--- src/rtl/vga_pkg.sv ---
// Shared key codes, PS/2 set-2 scan-code constants and the scan-to-key
// lookup used by the keyboard decoder.
//   key_* : 4-bit codes for the currently held key (key_relesed = none held)
//   SC_*  : set-2 make codes, plus the break (F0) and extended (E0) prefixes
//   scan_to_key() : returns {valid, code}; valid is low for unmapped bytes
package vga_pkg;

    localparam logic [3:0] key_relesed = 4'd0;
    localparam logic [3:0] key_A       = 4'd1;
    localparam logic [3:0] key_S       = 4'd2;
    localparam logic [3:0] key_W       = 4'd3;
    localparam logic [3:0] key_D       = 4'd4;
    localparam logic [3:0] key_1       = 4'd5;
    localparam logic [3:0] key_2       = 4'd6;
    localparam logic [3:0] key_3       = 4'd7;
    localparam logic [3:0] key_4       = 4'd8;
    localparam logic [3:0] key_esc     = 4'd9;

    localparam logic [7:0] SC_A     = 8'h1C;
    localparam logic [7:0] SC_S     = 8'h1B;
    localparam logic [7:0] SC_W     = 8'h1D;
    localparam logic [7:0] SC_D     = 8'h23;
    localparam logic [7:0] SC_1     = 8'h16;
    localparam logic [7:0] SC_2     = 8'h1E;
    localparam logic [7:0] SC_3     = 8'h26;
    localparam logic [7:0] SC_4     = 8'h25;
    localparam logic [7:0] SC_ESC   = 8'h76;
    localparam logic [7:0] SC_BREAK = 8'hF0;
    localparam logic [7:0] SC_EXT   = 8'hE0;

    typedef struct packed {
        logic       valid;
        logic [3:0] code;
    } key_map_t;

    function automatic key_map_t scan_to_key(input logic [7:0] sc);
        key_map_t m;
        m.valid = 1'b1;
        m.code  = key_relesed;
        case (sc)
            SC_A:    m.code = key_A;
            SC_S:    m.code = key_S;
            SC_W:    m.code = key_W;
            SC_D:    m.code = key_D;
            SC_1:    m.code = key_1;
            SC_2:    m.code = key_2;
            SC_3:    m.code = key_3;
            SC_4:    m.code = key_4;
            SC_ESC:  m.code = key_esc;
            default: m.valid = 1'b0;
        endcase
        return m;
    endfunction

endpackage

--- src/rtl/ps2_key_decoder.sv ---
// PS/2 set-2 byte stream to "currently held key" decoder.
//   clk       : system clock, rising edge
//   rst       : synchronous active-high reset
//   rx_data   : received byte, qualified by rx_valid
//   rx_valid  : one-cycle strobe
//   key_code  : held key (key_relesed when nothing held)
//   key_event : one-cycle pulse whenever key_code changes
//
// state   | meaning
// --------+-------------------------------------------
// IDLE    | waiting for a make code or a prefix
// BRK     | F0 seen, next byte is a released key
// EXT     | E0 seen, extended key (ignored)
// EXT_BRK | E0 F0 seen, extended release (ignored)
module ps2_key_decoder
    import vga_pkg::*;
#(
    parameter int TIMEOUT_CYCLES = 650_000
) (
    input  logic       clk,
    input  logic       rst,
    input  logic [7:0] rx_data,
    input  logic       rx_valid,
    output logic [3:0] key_code,
    output logic       key_event
);

    typedef enum logic [1:0] {
        IDLE    = 2'd0,
        BRK     = 2'd1,
        EXT     = 2'd2,
        EXT_BRK = 2'd3
    } state_t;

    localparam int CW = (TIMEOUT_CYCLES > 1) ? $clog2(TIMEOUT_CYCLES) : 1;
    localparam logic [CW-1:0] TO_LAST = CW'(TIMEOUT_CYCLES - 1);
    localparam logic [CW-1:0] CNT_MAX = {CW{1'b1}};

    state_t        state_q;
    logic [CW-1:0] cnt_q;
    logic [3:0]    key_code_q;
    logic          key_event_q;
    key_map_t      map_w;

    assign map_w     = scan_to_key(rx_data);
    assign key_code  = key_code_q;
    assign key_event = key_event_q;

    always_ff @(posedge clk) begin
        if (rst) begin
            state_q     <= IDLE;
            cnt_q       <= '0;
            key_code_q  <= key_relesed;
            key_event_q <= 1'b0;
        end else begin
            key_event_q <= 1'b0;
            if (rx_valid) begin
                // A byte always wins over a timeout firing in the same cycle.
                cnt_q <= '0;
                if (rx_data == SC_BREAK) begin
                    // E0 F0 is the only path into EXT_BRK; F0 anywhere else
                    // (including a repeated F0) restarts a plain break.
                    state_q <= (state_q == EXT) ? EXT_BRK : BRK;
                end else if (rx_data == SC_EXT) begin
                    state_q <= EXT;
                end else begin
                    state_q <= IDLE;
                    case (state_q)
                        IDLE: begin
                            // Typematic repeats of the held key stay silent.
                            if (map_w.valid && map_w.code != key_code_q) begin
                                key_code_q  <= map_w.code;
                                key_event_q <= 1'b1;
                            end
                        end
                        BRK: begin
                            // Releasing a key other than the held one is a no-op.
                            if (map_w.valid && map_w.code == key_code_q) begin
                                key_code_q  <= key_relesed;
                                key_event_q <= 1'b1;
                            end
                        end
                        default: ;
                    endcase
                end
            end else if (state_q != IDLE) begin
                if (cnt_q == TO_LAST) begin
                    state_q <= IDLE;
                    cnt_q   <= '0;
                end else if (cnt_q != CNT_MAX) begin
                    cnt_q <= cnt_q + 1'b1;
                end
            end else begin
                cnt_q <= '0;
            end
        end
    end

endmodule

--- config.mk ---
export PLATFORM = sky130hd
export DESIGN_NAME = ps2_key_decoder
export DESIGN_NICKNAME = d
export VERILOG_FILES = /design/src/rtl/vga_pkg.sv /design/src/rtl/ps2_key_decoder.sv
export SDC_FILE = /design/constraint.sdc
export NUM_CORES = 1
export LEC_CHECK = 0
export BUFFER_PORTS_ARGS = -buffer_cell sky130_fd_sc_hd__buf_2
export CORE_ASPECT_RATIO = 1.4
export CORE_UTILIZATION = 51
export DETAILED_ROUTE_END_ITERATION = 16
export GPL_TIMING_DRIVEN = 1
export PLACE_DENSITY = 0.69
export REMOVE_ABC_BUFFERS = 1
export SKIP_LAST_GASP = 1
export SYNTH_ARGS = -nofsm -noshare
export SYNTH_HDL_FRONTEND = slang
export SYNTH_SLANG_ARGS = --single-unit
--- constraint.sdc ---
create_clock -name clk -period 4.3 [get_ports clk]
set_input_delay 0.43 -clock clk [delete_from_list [all_inputs] [get_ports clk]]
set_output_delay 0.43 -clock clk [all_outputs]
set_load 0.01 [all_outputs]
# --- Yosys cells after proc, flatten, opt, wreduce, memory -nomap -nowiden ---
# Cells that the tools add are included.
classes:
  n_mux: 14
  n_addsub: 1
  magnitude_cmp: 0
  reduce_logical: 12
  n_eq_ne: 19
  n_bitwise: 4
  mul: 0
  div: 0
  shift: 0
op_table:
  columns: ["operator", "n"]
  rows:
  - ["== test 8 x 5 -> 1 bit, second input constant", 5]
  - ["case mux 4 bit (9 select lines)", 1]
  - ["== test 8 x 6 -> 1 bit, second input constant", 3]
  - ["adder 20 x 1 -> 20 bit, second input constant", 1]
  - ["== test 20 bit, second input constant", 1]
  - ["!= test 20 bit, second input constant", 1]
  - ["== test 8 bit, second input constant", 2]
  - ["two-way mux 2 bit", 6]
  - ["OR reduction 9 bit", 1]
  - ["== test 8 x 7 -> 1 bit, second input constant", 1]
  - ["two-way mux 4 bit", 2]
  - ["case mux 4 bit (2 select lines)", 1]
  - ["nonzero test 2 bit", 4]
  - ["OR reduction 4 bit", 2]
  - ["AND reduction 6 bit", 1]
  - ["== test 4 bit", 1]
  - ["!= test 2 bit, second input constant", 2]
  - ["!= test 4 bit", 1]
  - ["NOT 1 bit", 4]
  - ["two-way mux 1 bit", 3]
  - ["== test 2 x 1 -> 1 bit, second input constant", 1]
  - ["== test 2 bit, second input constant", 1]
  - ["logical AND 1 bit", 2]
  - ["logical NOT 2 bit", 1]
  - ["other kinds (2)", 2]
totals:
  ram_bits: 0
  output_inout_bits: 5
  elab_cells: 54
  in_bits: 11
  latch_bits: 0
  memories: 0
  mem_bits_ro: 0
  register_bits: 27

# --- Longest topological paths before layout ---
# Gate-level depths: netlist of run 1.
depth:
  depth_word: 6
  mapped_depth: 9
  ltp_nobuf: 8

# --- Least setup slack after synthesis of run 1 ---
# Ideal clock, no wire load.
synth_timing:
  path_type: "input-to-reg"
  start: "input port rx_data[4]"
  end: "register key_code_q[1], in the netlist key_code[1]"
  path_slack_ps: 2004
  arrival_time_ps: 2222
  cell_stages: 7
  path_cell_list: "or3b_4 > and4bb_1 > o21ai_2 > xnor2_2 > nor4_4 > mux2_2 > a31oi_1"
synth_via:
  elab_chain_len: 6
  word_cells_on_any_way: 25
  cone_classes: "15 x eq/ne; 4 x mux; 2 x bitwise; 4 x reduce/logical"
synth_lines:
  columns: ["item", "line", "rtl"]
  rows:
  - ["start, declared", "ps2_key_decoder.sv:22", "input logic [7:0] rx_data,"]
  - ["== test 8 x 7 -> 1 bit (tied with other cells)", "vga_pkg.sv:40", "case (sc)"]
  - ["case mux 4 bit (9 select lines) / OR reduction 9 bit (equally long branches)", null, null]
  - ["== test 4 bit (tied with other cells)", "ps2_key_decoder.sv:78", "if (map_w.valid && map_w.code == key_code_q) begin"]
  - ["logical AND 1 bit, on equally long branches", "ps2_key_decoder.sv:78, ps2_key_decoder.sv:71", null]
  - ["!= test 2 bit (no source line)", null, null]
  - ["AND reduction 6 bit (no source line)", null, null]
  - ["end signal, assigned", "ps2_key_decoder.sv:53", "key_code_q <= key_relesed;"]
  - ["end signal, assigned", "ps2_key_decoder.sv:72", "key_code_q <= map_w.code;"]
  - ["end signal, assigned", "ps2_key_decoder.sv:79", "key_code_q <= key_relesed;"]
  - ["end, declared", "ps2_key_decoder.sv:41", "logic [3:0] key_code_q;"]
# Parallel ways exist; a longest one is shown, timed or not. The select of a mux whose other input is x is not followed.
# A chain may end at the register's enable or synchronous reset.

# --- Final worst setup path of run 1 ---
layout_timing:
  start: "input port rx_data[4]"
  end: "register key_code_q[2], in the netlist key_code[2]"
# The elaborated chain is that of the path after synthesis.

==> impl_metrics.env, run 1 <==
export IMPL_outcome="completed"
export IMPL_critical_path_max_fanout=9
export IMPL_floorplan_core_area_mm2=0.002935
export IMPL_synthMostInstantiatedCell="sky130_fd_sc_hd__nor2_1"
export IMPL_placed_cells_incl_taps=238
export IMPL_numClockSinks=27
export IMPL_cts_inserted_buffers=3
export IMPL_hpwl_um=2320
export IMPL_ant_nets=0
export IMPL_gr_total_overflow=0
export IMPL_global_route_wire_length_before_repair_um=5313
export IMPL_synth_sequential_area_ratio_pct=33.31
export IMPL_root_cell_of_the_clock_tree="sky130_fd_sc_hd__clkbuf_8"
export IMPL_vias=1397
export IMPL_clock_latency_ns=0.27
export IMPL_die_h_um=68.75
export IMPL_cts_tree="done"
export IMPL_last_weighted_congestion_value_of_the_routability_driven_placer=0.7994
export IMPL_synthFlopType="sky130_fd_sc_hd__dfxtp_1"
export IMPL_diodes=0
export IMPL_synth_area_leader_cell="sky130_fd_sc_hd__dfxtp_1"
export IMPL_drc=0
export IMPL_grt_total_usage_pct=20.13
export IMPL_final_hold_viol_count=0
export IMPL_num_rows=23
export IMPL_netlist_top_cells_count="29 x sky130_fd_sc_hd__nor2_1, 27 x sky130_fd_sc_hd__dfxtp_1, 16 x sky130_fd_sc_hd__nand2_1"
export IMPL_maximum_number_of_pins_on_one_net_before_global_route_repair=21
export IMPL_cts_setup_buffers=0
export IMPL_pwr_density_cell_mw_per_mm2=257.3
export IMPL_synth_top_area_share_pct=33.31
export IMPL_timing_critical_path_arrival_ns=2.52
export IMPL_critical_path_required_ns=4.50
export IMPL_netlist_cell_type_count=47
export IMPL_drt_total_wl_um=3114
export IMPL_first_global_vias=1268
export IMPL_floorplan_die_width_um=49.68
export IMPL_total_of_fill_cells_in_the_finished_design=283
export IMPL_netlist_area_mm2=0.001623
export IMPL_irDropWorstVdd_uv=186.9
export IMPL_portBuffers=15
export IMPL_timing_final_max_slew_violations=0
export IMPL_ctsResizeCount=0
export IMPL_total_die_area_mm2=0.003415
export IMPL_yosys_register_bits=27
export IMPL_start_kind="primary input"
export IMPL_synth_warnings=0
export IMPL_num_nets_final=218
export IMPL_final_hold_worst_slack_ns=0.4386
export IMPL_syn_inst=192
export IMPL_initial_core_utilization_pct=55.29
export IMPL_clkTransAtPathRegs_ns=0.09
export IMPL_final_min_period_over_clock_period_pct=53.95
export IMPL_htree_num_levels=1
export IMPL_syn_to_final_growth_pct=8.558
export IMPL_rsz0062_at_grt="no"
export IMPL_power_static_leakage_nw=0.6233
export IMPL_timing_clock_skew_ns=0.005921
export IMPL_clk_path_buf_depth=2
export IMPL_finish_cell_count_without_fillers=242
export IMPL_synth_area_per_cell_um2=8.452
export IMPL_io_pins=16
export IMPL_route_detailed_vias_per_inst=5.773
export IMPL_totalNegativeSetupSlack_ns=0
export IMPL_routedWlPerCell_um=12.87
export IMPL_final_setup_fails=0
export IMPL_number_of_enable_type_register_cells_in_the_synthesized_netlist=0
export IMPL_grt_antenna_before_repair=0
export IMPL_clock_fmax_ghz=0.4311
export IMPL_synthTopCellsByArea="sky130_fd_sc_hd__dfxtp_1 33%, sky130_fd_sc_hd__xor2_1 7.6%, sky130_fd_sc_hd__nor2_1 6.7%"
export IMPL_max_slew_worst_pin_slew_ns=0.6380
export IMPL_post_route_cells_drive_above_1_share_pct=15.61
export IMPL_relSlewSlack_pct=57.47
export IMPL_dr_pass1_iters=4
export IMPL_maxCapViolCount=0
export IMPL_crit_path_end_kind="flop"
export IMPL_fin_crit_ns=2.320
export IMPL_async_flop_share_pct=0
export IMPL_post_cts_hold_buffer_count=0
export IMPL_critical_path_class="primary input to flop"
export IMPL_drt_first_iter_violations=49
export IMPL_hold_path_class="primary input to flop"
## per-stage QoR
step                      total power, mW  setup WS [ns]  utilization [%]  instance area (um2)
after floorplan                    0.2993          2.004                -                 1595
after global placement             0.3168          1.763            58.48                 1717
after detailed placement           0.3189          1.699            58.48                 1717
after CTS                          0.4587          1.977            60.02                 1762
after global routing               0.4720          1.858            60.02                 1762
final                              0.4533          1.980            60.02                 1762
## final timing paths
path	start	to	slack, ns	cells past startpoint
max reg2reg	cnt_q[0]	cnt_q[14]	2.04	8
max	rx_data[4]	key_code[2]	1.98	8
min	rst	state_q[0]	0.44	2
min reg2reg	cnt_q[14]	cnt_q[14]	0.52	1
## final cells by class
cell class,instances,area [um2],area share (%)
Sequential cell,27,540.5,30.68
Timing Repair Buffer,15,75.07,4.261
Multi-Input combinational cell,155,1040,59.02
Inverter,4,15.01,0.8523
Tap cell,37,46.29,2.628
Clock buffer,4,45.04,2.557
## registers in the layout, summed over array words and instances (netlist names)
| name | count |
|---|---|
| cnt_q | 20 |
| key_code | 4 |
| state_q | 2 |
| key_event | 1 |
## cell families after synthesis
group,count (synthesis),share of synthesized area (%)
AO/OA/AOI/OAI,25,10.49
XOR/XNOR,24,13.88
adder cells (fa/ha/maj),1,0.7709
buffers and inverters,10,2.621
flip-flops,27,33.31
multiplexers,5,3.392
AND/OR/NAND/NOR,100,35.54
## critical path: stages
cell and delay, ns:
sky130_fd_sc_hd__buf_2 0.13, sky130_fd_sc_hd__or3b_4 0.43, sky130_fd_sc_hd__and4bb_1 0.28, sky130_fd_sc_hd__o21ai_2 0.10
sky130_fd_sc_hd__xnor2_2 0.16, sky130_fd_sc_hd__nor4_4 0.47, sky130_fd_sc_hd__mux2_2 0.39, sky130_fd_sc_hd__a31oi_1 0.13
## routing by layer
| layer | GRT usage, % | up-vias | part of all wire [%] |
|---|---|---|---|
| met4 | 10.71 | 0 | 1.8 |
| li1 | - | 708 | - |
| met1 | 21.53 | 663 | 44 |
| met5 | 0 | - | 0 |
| met2 | 38.51 | 21 | 52 |
| met3 | 2.412 | 5 | 2.1 |
## cell usage in the layout, fill, tap and decap left out, types with 3 or more instances in the layout
cell type,count
sky130_fd_sc_hd__nand4_1,5
sky130_fd_sc_hd__nor3_1,5
sky130_fd_sc_hd__clkbuf_8,3
sky130_fd_sc_hd__or4_1,3
sky130_fd_sc_hd__a21oi_1,7
sky130_fd_sc_hd__xor2_1,14
sky130_fd_sc_hd__nor4b_1,3
sky130_fd_sc_hd__dfxtp_1,27
sky130_fd_sc_hd__a31oi_1,6
sky130_fd_sc_hd__and3_1,4
sky130_fd_sc_hd__buf_2,15
sky130_fd_sc_hd__nand2b_1,3
sky130_fd_sc_hd__nor2_1,29
sky130_fd_sc_hd__nand2_1,16
sky130_fd_sc_hd__xnor2_1,8
sky130_fd_sc_hd__or2b_1,4
sky130_fd_sc_hd__inv_1,4
sky130_fd_sc_hd__nand3_1,10
sky130_fd_sc_hd__mux2_2,4
## power breakdown
part / leakage, nW / internal, mW / switching, mW
combinational: 0.383 / 0.0267 / 0.0297
sequential: 0.218 / 0.253 / 0.00401
clock: 0.0228 / 0.0663 / 0.0740
Note: power is estimated with default switching activity, not from simulation.
==> run 2, diff against run 1 <==
==> constraint.sdc (replaced) <==
create_clock -name clk -period 2.4 [get_ports clk]
set_input_delay 0.24 -clock clk [delete_from_list [all_inputs] [get_ports clk]]
set_output_delay 0.24 -clock clk [all_outputs]
set_load 0.01 [all_outputs]
==> run 2 against run 1 <==
Effect of this change: first-iteration DRC count unchanged; flip-flop and latch count stayed put; clock power grew 84%; sequential share of layout area fell by 0.28 points; worst setup slack got worse by 1.8 ns; cell count increased by 0.83%; die area did not move; global-route usage grew 1.7 points; utilization up 0.55 points; critical path type is now flop to flop; largest cell class unchanged; highest routed layer unchanged.
==> impl_metrics.env, run 2 (synthesis results as in run 1) <==
export IMPL_outcome="completed"
export IMPL_first_global_vias=1343
export IMPL_diodes=0
export IMPL_timing_final_max_slew_violations=0
export IMPL_cts_setup_buffers=0
export IMPL_critical_path_class="flop to flop"
export IMPL_drt_total_wl_um=3320
export IMPL_critical_path_required_ns=2.57
export IMPL_clock_power_share_pct=31.5
export IMPL_pwr_density_cell_mw_per_mm2=461.4
export IMPL_ctsResizeCount=0
export IMPL_clkTransAtPathRegs_ns=0.09
export IMPL_hold_path_class="primary input to flop"
export IMPL_initial_core_utilization_pct=55.29
export IMPL_layout_cells_most_common="sky130_fd_sc_hd__nor2_1"
export IMPL_timing_critical_path_arrival_ns=2.35
export IMPL_drc=0
export IMPL_maximum_number_of_pins_on_one_net_before_global_route_repair=17
export IMPL_crit_path_end_kind="flop"
export IMPL_timing_clock_skew_ns=0.004208
export IMPL_totalNegativeSetupSlack_ns=0
export IMPL_clock_fmax_ghz=0.4599
export IMPL_relSlewSlack_pct=64.42
export IMPL_final_hold_viol_count=0
export IMPL_post_route_cells_drive_above_1_share_pct=16.91
export IMPL_min_delay_path_depth=2
export IMPL_cell_internal_pwr_uw=617.0
export IMPL_final_min_period_over_clock_period_pct=90.59
export IMPL_crit_path_cell_trace="and3_1 -> and3_1 -> or4b_1 -> nand2b_1 -> nor2_1 -> xnor2_1 -> nor2_1"
export IMPL_routedWlPerCell_um=13.61
export IMPL_rsz0062_at_grt="no"
export IMPL_finish_cell_count_without_fillers=244
export IMPL_root_cell_of_the_clock_tree="sky130_fd_sc_hd__clkbuf_8"
export IMPL_numClockSinks=27
export IMPL_seq_power_share_pct=56.1
export IMPL_detailed_place_area_mm2=0.001732
export IMPL_drt_first_iter_violations=49
export IMPL_r2r_worst_path_cells=7
export IMPL_grt_total_usage_pct=21.82
export IMPL_vias=1397
export IMPL_power_static_leakage_nw=0.6356
export IMPL_cts_tree="done"
export IMPL_hpwl_um=2518
export IMPL_irDropWorstVdd_uv=333.2
export IMPL_final_setup_fails=0
export IMPL_most_used_cells_in_the_layout_excluding_fill_and_tap_cells="29 x sky130_fd_sc_hd__nor2_1, 27 x sky130_fd_sc_hd__dfxtp_1, 16 x sky130_fd_sc_hd__nand2_1, 15 x sky130_fd_sc_hd__buf_2, 14 x sky130_fd_sc_hd__xor2_1"
export IMPL_max_slew_worst_pin_slew_ns=0.5296
export IMPL_clock_latency_ns=0.27
export IMPL_gr_total_overflow=0
export IMPL_most_flops_register="cnt_q"
export IMPL_post_cts_hold_buffer_count=0
export IMPL_global_route_wire_length_before_repair_um=5699
export IMPL_fin_crit_ns=2.174
export IMPL_largest_register_ffs=20
export IMPL_num_rows=23
export IMPL_final_hold_worst_slack_ns=0.2426
export IMPL_syn_to_final_growth_pct=9.561
export IMPL_total_die_area_mm2=0.003415
export IMPL_crit_buf_inv=0
export IMPL_power_switching_fraction_pct=24.79
export IMPL_power_switching_uw=203.4
export IMPL_fin_ws_ns=0.2258
export IMPL_critical_path_max_fanout=12
export IMPL_clk_path_buf_depth=2
export IMPL_portBuffers=15
export IMPL_maxCapViolCount=0
export IMPL_ant_nets=0
export IMPL_io_pins=16
export IMPL_dp_worst_setup_slack_ns=-0.02651
export IMPL_min_from="rst"
export IMPL_power_frac_comb_pct=12.4
export IMPL_floorplan_die_width_um=49.68
export IMPL_reg2reg_slack_ns=0.23
export IMPL_critical_path_top_delay_family="simple AND/OR/NAND/NOR gates"
export IMPL_final_design_area_no_fill_mm2=0.001778
export IMPL_dr_pass1_iters=4
export IMPL_holdPathEnd="state_q[1]"
export IMPL_route_detailed_vias_per_inst=5.725
export IMPL_floorplan_core_area_mm2=0.002935
export IMPL_start_kind="flop"
export IMPL_cpPeakStageDelay_ns=0.69
export IMPL_die_h_um=68.75
export IMPL_htree_num_levels=1
export IMPL_num_nets_final=220
export IMPL_grt_antenna_before_repair=0
export IMPL_last_weighted_congestion_value_of_the_routability_driven_placer=0.8138
export IMPL_cp_slowest_cell="sky130_fd_sc_hd__or4b_1"
export IMPL_placed_cells_incl_taps=240
export IMPL_cts_inserted_buffers=3
export IMPL_r2r_start="cnt_q[9]"
export IMPL_r2r_end="cnt_q[7]"
-- run 2: changes by cell type in the layout (fill, tap and decap cells not counted) --
cell | before | now
sky130_fd_sc_hd__buf_4 | 0 | 2
sky130_fd_sc_hd__clkbuf_1 | 1 | 0
sky130_fd_sc_hd__clkinv_2 | 0 | 1
-- run 2: cell type report --
cell class | instances | area, um2
fillers | 278 | 1157
multi-input cells | 155 | 1040
flip-flops and latches | 27 | 540.5
repair buffers | 17 | 90.09
well taps | 37 | 46.29
clock buffers | 3 | 41.29
inverters | 4 | 15.01
clock inverters | 1 | 5.005
-- run 2: per-layer routing --
| layer | track usage, % | wire length (um) | vias up |
|---|---|---|---|
| met1 | 21.12 | 1334 | 661 |
| met2 | 44.43 | 1853 | 17 |
| li1 | - | - | 713 |
| met5 | 0 | 0 | - |
| met3 | 1.974 | 60 | 6 |
| met4 | 12.86 | 71 | 0 |
-- run 2: worst register-to-register path: cells and delay by family, from the launching register on --
kind,cells,cell delay [ns]
xor+xnor,1,0.14
simple gates,6,1.53
flops,1,0.41
-- run 2: how the worst max path moves through the flow --
stage | start | to | slack, ns | cells past startpoint
6_report | cnt_q[9] | cnt_q[7] | 0.23 | 7
5_1_grt | cnt_q[3] | cnt_q[5] | 0.07 | 7
4_1_cts | cnt_q[3] | cnt_q[7] | 0.22 | 7
3_5_place_dp | rx_data[4] | key_code[1] | -0.03 | 8
3_3_place_gp | rx_data[4] | key_code[0] | 0.05 | 8
2_1_floorplan | rx_data[4] | key_code[0] | 0.29 | 7
-- run 2: power groups by stage --
stage,Clock (mW),Combinational [mW],Sequential [mW]
after floorplan,0,0.0644,0.472
after global placement,0,0.0976,0.470
after detailed placement,0,0.102,0.471
after CTS,0.269,0.102,0.460
after global routing,0.279,0.111,0.461
final,0.258,0.102,0.460
-- run 2: per-stage QoR --
stage	util (%)	power [mW]
finish	60.57	0.8204
detailed placement	58.99	0.5727
CTS	60.57	0.8318
global route	60.57	0.8522
floorplan	-	0.5363
global placement	58.99	0.5675
==> run 3, diff against run 2 <==
--- a/config.mk
+++ b/config.mk
@@ -7,10 +7,12 @@
 export LEC_CHECK = 0
 export BUFFER_PORTS_ARGS = -buffer_cell sky130_fd_sc_hd__buf_2
 export CORE_ASPECT_RATIO = 1.4
+export CORE_MARGIN = 1
 export CORE_UTILIZATION = 51
 export DETAILED_ROUTE_END_ITERATION = 16
 export GPL_TIMING_DRIVEN = 1
 export PLACE_DENSITY = 0.69
+export RECOVER_POWER = 25
 export REMOVE_ABC_BUFFERS = 1
 export SKIP_LAST_GASP = 1
 export SYNTH_ARGS = -nofsm -noshare
==> run 3 against run 2 <==
Effect of this change: via count decreased by 0.50%; wire length about the same; cell count unchanged; non-clock buffer count stayed put; first-iteration DRC count rose by 14%; flip-flop and latch count stayed put; clock power barely moved; total power is 0.18% lower; sequential share of layout area increased by 0.11 points; maximum frequency is 0.14% higher; hold slack barely moved; clock skew about the same.
==> impl_metrics.env, run 3 (synthesis results as in run 1) <==
export IMPL_critical_path_max_fanout=12
export IMPL_timing_final_max_slew_violations=0
export IMPL_clock_fmax_ghz=0.4606
export IMPL_drt_first_iter_violations=56
export IMPL_final_min_period_over_clock_period_pct=90.46
export IMPL_total_of_fill_cells_in_the_finished_design=283
export IMPL_dr_pass1_iters=4
export IMPL_cts_inserted_buffers=3
export IMPL_max_slew_worst_pin_slew_ns=0.5296
export IMPL_crit_path_end_kind="flop"
export IMPL_power_switching_fraction_pct=24.81
export IMPL_register_area_um2=540.5
export IMPL_power_static_leakage_nw=0.6130
export IMPL_num_rows=23
export IMPL_timing_clock_skew_ns=0.004119
export IMPL_hpwl_um=2518
export IMPL_post_route_cells_drive_above_1_share_pct=14.49
export IMPL_maximum_number_of_pins_on_one_net_before_global_route_repair=17
export IMPL_clk_path_buf_depth=2
export IMPL_floorplan_die_width_um=49.68
export IMPL_cts_tree="done"
export IMPL_fin_ws_ns=0.2289
export IMPL_totalNegativeSetupSlack_ns=0
export IMPL_final_setup_fails=0
export IMPL_maxCapViolCount=0
export IMPL_layout_cells_most_common="sky130_fd_sc_hd__nor2_1"
export IMPL_cp_startpoint="cnt_q[9]"
export IMPL_min_from="rst"
export IMPL_grt_antenna_before_repair=0
export IMPL_timing_critical_path_arrival_ns=2.34
export IMPL_largest_register_ffs=20
export IMPL_hold_path_class="primary input to flop"
export IMPL_htree_num_levels=1
export IMPL_initial_core_utilization_pct=55.29
export IMPL_finish_cell_count_without_fillers=244
export IMPL_gr_total_overflow=0
export IMPL_first_global_vias=1343
export IMPL_relSlewSlack_pct=64.42
export IMPL_num_nets_final=220
export IMPL_placed_cells_incl_taps=240
export IMPL_syn_to_final_growth_pct=9.175
export IMPL_cp_slowest_cell="sky130_fd_sc_hd__or4b_1"
export IMPL_power_switching_uw=203.2
export IMPL_routedWlPerCell_um=13.60
export IMPL_global_route_wire_length_before_repair_um=5699
export IMPL_route_detailed_vias_per_inst=5.697
export IMPL_multi_input_comb_area_mm2=0.001040
export IMPL_fin_crit_ns=2.171
export IMPL_most_flops_register="cnt_q"
export IMPL_root_cell_of_the_clock_tree="sky130_fd_sc_hd__clkbuf_8"
export IMPL_clock_power_share_pct=31.5
export IMPL_ant_nets=0
export IMPL_r2r_start="cnt_q[9]"
export IMPL_die_h_um=68.75
export IMPL_portBuffers=15
export IMPL_floorplan_core_area_mm2=0.002935
export IMPL_rsz0062_at_grt="no"
export IMPL_drc=0
export IMPL_cts_setup_buffers=0
export IMPL_vias=1390
export IMPL_clkTransAtPathRegs_ns=0.09
export IMPL_final_hold_viol_count=0
export IMPL_crit_path_cell_trace="and3_1 -> and3_1 -> or4b_1 -> nand2b_1 -> nor2_1 -> xnor2_1 -> nor2_1"
export IMPL_outcome="completed"
export IMPL_post_cts_hold_buffer_count=0
export IMPL_pwr_density_cell_mw_per_mm2=462.2
export IMPL_io_pins=16
export IMPL_dp_worst_setup_slack_ns=-0.02651
export IMPL_clock_latency_ns=0.27
export IMPL_cpPeakStageDelay_ns=0.69
export IMPL_diodes=0
export IMPL_last_weighted_congestion_value_of_the_routability_driven_placer=0.8138
export IMPL_power_frac_comb_pct=12.3
export IMPL_irDropWorstVdd_uv=332.0
export IMPL_total_die_area_mm2=0.003415
export IMPL_start_kind="flop"
export IMPL_totalPowerFinal_uw=818.9
export IMPL_critical_path_class="flop to flop"
export IMPL_critical_path_required_ns=2.57
export IMPL_seq_power_share_pct=56.2
export IMPL_numClockSinks=27
export IMPL_most_used_cells_in_the_layout_excluding_fill_and_tap_cells="29 x sky130_fd_sc_hd__nor2_1, 27 x sky130_fd_sc_hd__dfxtp_1, 16 x sky130_fd_sc_hd__nand2_1, 14 x sky130_fd_sc_hd__xor2_1"
export IMPL_cell_internal_pwr_uw=615.7
export IMPL_grt_total_usage_pct=21.82
export IMPL_drt_total_wl_um=3318
export IMPL_ctsResizeCount=0
-- run 3: cell count changes in the layout (fill, tap and decap cells not counted), sizes merged --
cell / previous run / this run
clkbuf: 3 / 8
buf: 17 / 12
-- run 3: path summary, 6_finish.rpt --
kind	slack, ns	cells after the start	end
worst max-delay path	0.23	7	cnt_q[7]
worst max register to register	0.23	7	cnt_q[7]
worst min register to register	0.54	2	state_q[1]
worst min-delay path	0.24	2	state_q[1]
-- run 3: layer usage --
layer / vias up / global-route usage (%) / wire length (um)
li1: 711 / - / -
met1: 656 / 21.12 / 1324
met2: 17 / 44.43 / 1862
met3: 6 / 1.974 / 60
met4: 0 / 12.86 / 71
met5: - / 0 / 0
-- run 3: critical path: cells and delay by family (launching register included) --
family                    cells  cell delay, ns
xor gates and xnor gates      1            0.14
DFF                           1            0.41
and+or+nand+nor               6            1.53
-- run 3: metrics by stage --
stage	utilization [%]	hold slack, ns	cell area [um2]
finish	60.36	0.2425	1772
global route	60.36	0.2515	1772
CTS	60.57	0.2392	1778
detailed placement	58.99	0.5082	1732
global placement	58.99	0.4916	1732
floorplan	-	0.3094	1595
-- run 3: final cells by class --
type	count	share of cell area, %
well taps	37	2.613
clock inverters	1	0.2825
repair buffers	17	4.732
multi-input cells	155	58.69
inverters	4	0.8475
clock buffers	3	2.331
flip-flops and latches	27	30.51
-- run 3: power by group through the flow --
stage / Sequential [mW] / Combinational (mW) / Clock, mW
2_1_floorplan: 0.472 / 0.0644 / 0
3_3_place_gp: 0.470 / 0.0976 / 0
3_5_place_dp: 0.471 / 0.102 / 0
4_1_cts: 0.460 / 0.102 / 0.269
5_1_grt: 0.462 / 0.110 / 0.279
6_report: 0.460 / 0.101 / 0.258
